## src/rtl/gate_analyzer_pkg.sv

```systemverilog
// Shared definitions for the gate truth-table analyzer: gate ids, golden
// truth tables indexed as tt[{a,b}], and the analyzer FSM encoding.
package gate_analyzer_pkg;

    localparam logic [2:0] GATE_AND   = 3'd0;
    localparam logic [2:0] GATE_OR    = 3'd1;
    localparam logic [2:0] GATE_NAND  = 3'd2;
    localparam logic [2:0] GATE_NOR   = 3'd3;
    localparam logic [2:0] GATE_XOR   = 3'd4;
    localparam logic [2:0] GATE_XNOR  = 3'd5;
    localparam logic [2:0] GATE_CONST = 3'd6;
    localparam logic [2:0] GATE_OTHER = 3'd7;

    localparam logic [3:0] TT_AND  = 4'b1000;
    localparam logic [3:0] TT_OR   = 4'b1110;
    localparam logic [3:0] TT_NAND = 4'b0111;
    localparam logic [3:0] TT_NOR  = 4'b0001;
    localparam logic [3:0] TT_XOR  = 4'b0110;
    localparam logic [3:0] TT_XNOR = 4'b1001;
    localparam logic [3:0] TT_ZERO = 4'b0000;
    localparam logic [3:0] TT_ONE  = 4'b1111;

    typedef enum logic [2:0] {
        ST_IDLE,
        ST_DRIVE,
        ST_SAMPLE,
        ST_CLASSIFY,
        ST_DONE
    } state_t;

    // Width needed to count 0..range-1, never less than one bit.
    function automatic int unsigned cnt_width(input int unsigned range);
        return (range <= 1) ? 1 : $clog2(range);
    endfunction

endpackage

```

## src/rtl/gate_classifier.sv

```systemverilog
// Maps a 4-bit truth table tt[{a,b}] onto a 2-input gate identifier.
module gate_classifier
    import gate_analyzer_pkg::*;
(
    input  logic [3:0] tt,
    output logic [2:0] gate_id
);

    always_comb begin
        gate_id = GATE_OTHER;
        case (tt)
            TT_AND:          gate_id = GATE_AND;
            TT_OR:           gate_id = GATE_OR;
            TT_NAND:         gate_id = GATE_NAND;
            TT_NOR:          gate_id = GATE_NOR;
            TT_XOR:          gate_id = GATE_XOR;
            TT_XNOR:         gate_id = GATE_XNOR;
            TT_ZERO, TT_ONE: gate_id = GATE_CONST;
            default:         gate_id = GATE_OTHER;
        endcase
    end

endmodule

```

## src/rtl/gate_truth_table_analyzer.sv

```systemverilog
// Sweeps all four {a,b} vectors over a gate under test for PASSES sweeps,
// records the first-pass truth table, checks later passes and classifies it.
module gate_truth_table_analyzer
    import gate_analyzer_pkg::*;
#(
    parameter int SETTLE_CYCLES = 2,
    parameter int PASSES        = 2
) (
    input  logic       clk,
    input  logic       rst,
    input  logic       start,
    output logic       a,
    output logic       b,
    input  logic       y,
    output logic       busy,
    output logic       done,
    output logic       result_valid,
    output logic [3:0] truth_table,
    output logic [2:0] gate_id,
    output logic       consistent
);

    localparam int SW = cnt_width(SETTLE_CYCLES);
    localparam int PW = cnt_width(PASSES);
    localparam logic [SW-1:0] SETTLE_LAST = SW'((SETTLE_CYCLES > 0) ? SETTLE_CYCLES - 1 : 0);
    localparam logic [PW-1:0] PASS_LAST   = PW'(PASSES - 1);
    localparam state_t        FIRST_STATE = (SETTLE_CYCLES == 0) ? ST_SAMPLE : ST_DRIVE;

    state_t          state;
    state_t          state_next;
    logic [SW-1:0]   settle_cnt;
    logic [1:0]      vec;
    logic [PW-1:0]   pass_cnt;
    logic [2:0]      class_id;
    logic            start_accept;
    logic            settle_last;
    logic            last_vec;

    assign start_accept = start && (state == ST_IDLE || state == ST_DONE);
    assign settle_last  = (settle_cnt == SETTLE_LAST);
    assign last_vec     = (vec == 2'd3) && (pass_cnt == PASS_LAST);
    assign busy         = (state == ST_DRIVE) || (state == ST_SAMPLE) || (state == ST_CLASSIFY);
    assign done         = (state == ST_DONE);

    gate_classifier u_classifier (
        .tt      (truth_table),
        .gate_id (class_id)
    );

    always_ff @(posedge clk) begin
        if (rst) begin
            state <= ST_IDLE;
        end else begin
            state <= state_next;
        end
    end

    always_comb begin
        state_next = state;
        case (state)
            ST_IDLE:     if (start) state_next = FIRST_STATE;
            ST_DRIVE:    if (settle_last) state_next = ST_SAMPLE;
            ST_SAMPLE:   state_next = last_vec ? ST_CLASSIFY : FIRST_STATE;
            ST_CLASSIFY: state_next = ST_DONE;
            ST_DONE:     state_next = start ? FIRST_STATE : ST_IDLE;
            default:     state_next = ST_IDLE;
        endcase
    end

    // Settle counter only runs in DRIVE and restarts for every vector.
    always_ff @(posedge clk) begin
        if (rst || start_accept) begin
            settle_cnt <= '0;
        end else if (state == ST_DRIVE && !settle_last) begin
            settle_cnt <= settle_cnt + SW'(1);
        end else begin
            settle_cnt <= '0;
        end
    end

    // Vector/pass advance; a,b stay on 11 once the final vector has been sampled.
    always_ff @(posedge clk) begin
        if (rst || start_accept) begin
            vec      <= 2'd0;
            pass_cnt <= '0;
            a        <= 1'b0;
            b        <= 1'b0;
        end else if (state == ST_SAMPLE && !last_vec) begin
            vec <= vec + 2'd1;
            {a, b} <= vec + 2'd1;
            if (vec == 2'd3) begin
                pass_cnt <= pass_cnt + PW'(1);
            end
        end
    end

    always_ff @(posedge clk) begin
        if (rst) begin
            truth_table  <= 4'b0000;
            consistent   <= 1'b0;
            gate_id      <= GATE_OTHER;
            result_valid <= 1'b0;
        end else if (start_accept) begin
            truth_table  <= 4'b0000;
            consistent   <= 1'b1;
            result_valid <= 1'b0;
        end else begin
            if (state == ST_SAMPLE) begin
                if (pass_cnt == '0) begin
                    truth_table[vec] <= y;
                end else if (y != truth_table[vec]) begin
                    consistent <= 1'b0;
                end
            end
            if (state == ST_CLASSIFY) begin
                gate_id      <= class_id;
                result_valid <= 1'b1;
            end
        end
    end

endmodule
```

## config.mk

```make
export PLATFORM = sky130hd
export DESIGN_NAME = gate_truth_table_analyzer
export DESIGN_NICKNAME = d
export VERILOG_FILES = /design/src/rtl/gate_analyzer_pkg.sv /design/src/rtl/gate_classifier.sv /design/src/rtl/gate_truth_table_analyzer.sv
export SDC_FILE = /design/constraint.sdc
export NUM_CORES = 1
export LEC_CHECK = 0
export BUFFER_PORTS_ARGS = -buffer_cell sky130_fd_sc_hd__buf_2
export CAP_MARGIN = 40
export CORE_MARGIN = 2
export CORE_UTILIZATION = 45
export CTS_CLUSTER_SIZE = 30
export DETAILED_ROUTE_END_ITERATION = 8
export GPL_ROUTABILITY_DRIVEN = 0
export PLACE_DENSITY = 0.64
export SETUP_SLACK_MARGIN = 0.02
export SYNTH_ARGS = -nofsm -noshare
export SYNTH_HDL_FRONTEND = slang
export SYNTH_SLANG_ARGS = --single-unit
```

## constraint.sdc

```tcl
create_clock -name clk -period 1.7 [get_ports clk]
set_input_delay 0.51 -clock clk [delete_from_list [all_inputs] [get_ports clk]]
set_output_delay 0.51 -clock clk [all_outputs]
set_load 0.005 [all_outputs]
```

==> metrics.yaml <==
clocking:
  cts_hold_buf: 0
  clk_latency_ps: 280
  cts.sinks: 16
  ctsResizeCount: 2
  cts_tree: "done"
  path_clk_slew_ps: 100
  cts_buffers: 3
  post_cts_buffers: 0
  clockRootBuffer: "clkbuf_4"
  clk_path_buf_depth: 2
  h-tree-depth: 1
detailed_routing:
  vias: 701
  first_pass_iters: 4
  wl_mm: 1.58
  ant_nets: 0
  viasPerCell: 5.35
  first_iter_violations: 10
  wl_per_cell_um: 12.1
  route.detailed.drc: 0
yosys:
  async_flop_share_pct: 0
  ys_seq_area_share_pct: 39.0
  synth_nets: 98
  synth_edf_count: 0
  avgSynthCellArea_um2: 9.13
  synthAdderAreaFrac_pct: 6.09
  synth-main-ff-cell: "dfxtp_1"
  ys_types: 34
  synthCells: 90
  synth_compound_area_share_pct: 19.9
  syn_area_um2: 822
  synthSimpleGateAreaFrac_pct: 22.2
  synth-xor-area-share_pct: 3.20
  ys_warn_count: 0
  synth_top_family_by_area: "simple AND/OR/NAND/NOR gates"
  ys_ff_latch: 16
  synth_mux_area_share_pct: 2.74
floorplan:
  num_io_pins: 17
  fp.dieArea_um2: 2180
  die_w_um: 46.7
  die_h_um: 46.7
  placementRows: 15
  core_um2: 1730
  initial_core_util_pct: 47.6
run_status:
  outcome: "complete, no violations"
power_and_ir_drop:
  p_seq_share_pct: 55.8
  pwr-share-clk_pct: 34.1
  p_sw_uw: 171
  powerDensity_nw_per_um2: 761
  sw_frac_of_total_pct: 23.7
  finalPower_uw: 723
  p_leak_uw: 0.000380
  intPower_uw: 552
  combPwrFrac_pct: 10.1
  vdd_ir_drop_max_mv: 0.532
layout:
  layout_commonest_cell: "buf_2"
  final_cell_mix: "buf_2 (16), dfxtp_1 (14), a21oi_1 (11), inv_1 (7)"
  finish.instance_area_um2: 950
  syn_to_final_growth_pct: 15.5
  diodes: 0
  drive_above_1_share_pct: 24.5
  nNetsFinal: 115
  final_cells: 131
global_routing:
  grt_max_degree: 11
  grt_pass1_vias: 584
  use_met2_pct: 25.8
  busiest_layer: "met2"
  grt.met3_usage_pct: 3.46
  grt_pass1_wl_mm: 2.59
  antenna_found_initial: 0
  grt_remaining_overflow: 0
  grt_use_total_pct: 16.7
  grtUsageMet1_pct: 22.2
placed_design:
  dp_hpwl_mm: 1.16
  io_buffers: 16
  placed_area_um2: 903
  dp_cells: 127
sta:
  finalSetupTns_ps: 0
  fin_worst_skew_ps: 4.60
  finalCriticalPeriod_ps: 1580
  fin_crit_sh_pct: 92.7
  finalSetupViolations: 0
  rsz0062_at_grt: "false"
  slew_viol_final: 0
  relSlewSlack_pct: 65.2
  hold_viol_final: 0
  max_freq_mhz: 634
  tightestPinTransition_ps: 520
worst_setup_path:
  cp-start-kind: "flop"
  cp.arrival_ps: 1070
  critPathCaptureType: "primary output"
  required_ps: 1190
  path_max_fanout: 10
  critical_path_class: "flop to primary output"
flow_run:
  drv_cap: 0
hold_path:
  hold_path_class: "flop to flop"
## per-stage QoR
step	worst slack (ps)	util, %	hold slack, ps
6_report	123	55.0	452
5_1_grt	24.7	55.0	498
3_3_place_gp	271	52.3	432
4_1_cts	70.7	54.6	457
3_5_place_dp	260	52.3	442
2_1_floorplan	328	-	442
## area by class of cell
type / count / area, µm²
Clock buffer: 4 / 36.3
Fill cell: 171 / 777
Inverter: 7 / 26.3
Multi-Input combinational cell: 63 / 453
Sequential cell: 16 / 323
Tap cell: 25 / 31.3
Timing Repair Buffer: 16 / 80.1
## final timing paths
check / slack (ps) / startpoint / to / cells after the start
min: 450 / result_valid$_SDFFE_PP0P_ / result_valid$_SDFFE_PP0P_ / 2
min reg2reg: 450 / result_valid$_SDFFE_PP0P_ / result_valid$_SDFFE_PP0P_ / 2
max reg2reg: 260 / vec[0]$_SDFFE_PP0P_ / consistent$_SDFFE_PP0P_ / 3
max: 120 / state[0]$_SDFFE_PP0P_ / done / 3
## worst max-delay path, cell delays in order, from the launching register on
cell     delay, ps
dfxtp_2        450
nor2_4          80
and2_1         150
buf_2          120
## flip-flops by register name, indices dropped and copies added (netlist names)
name,count
a,1
consistent,1
gate_id,3
pass_cnt,1
result_valid,1
settle_cnt,1
state,3
truth_table,4
vec,1
## power groups by stage
| stage | Clock, µW | Combinational, µW | Sequential [µW] |
|---|---|---|---|
| after floorplan | 0 | 59.7 | 400 |
| after global placement | 0 | 69.9 | 408 |
| after detailed placement | 0 | 71.0 | 409 |
| after CTS | 255 | 72.2 | 402 |
| after global routing | 279 | 83.9 | 406 |
| final | 247 | 72.7 | 404 |
## cell families (layout without fill, tap and decap cells)
| logic type | after synthesis | after routing |
|---|---|---|
| fa+ha+maj | 4 | 4 |
| mux | 1 | 1 |
| buf+inv | 11 | 27 |
| xor+xnor | 3 | 3 |
| simple gates | 28 | 28 |
| flops | 16 | 16 |
| compound gates | 27 | 27 |
## cells in the mapped netlist (2+ instances only)
cell type,n,area share (%)
nor2_1,5,2.3
a211oi_1,3,2.7
nor2b_1,3,2.3
dfxtp_1,16,39
o21ai_1,2,1.2
ha_1,4,6.1
xor2_1,2,2.1
a211o_1,3,3.2
inv_1,7,3.2
nor3b_1,2,1.8
nand3_1,4,2.4
buf_4,2,1.8
and3b_1,2,2.1
o21ai_0,4,2.4
and2_1,2,1.5
a21oi_1,11,6.7
## routing by layer
metal	vias to the layer above	part of all wire, %
met4	0	1.6
met1	324	50
met3	2	3.9
met5	-	0
li1	354	-
met2	21	44
Note: power is estimated with default switching activity, not from simulation.
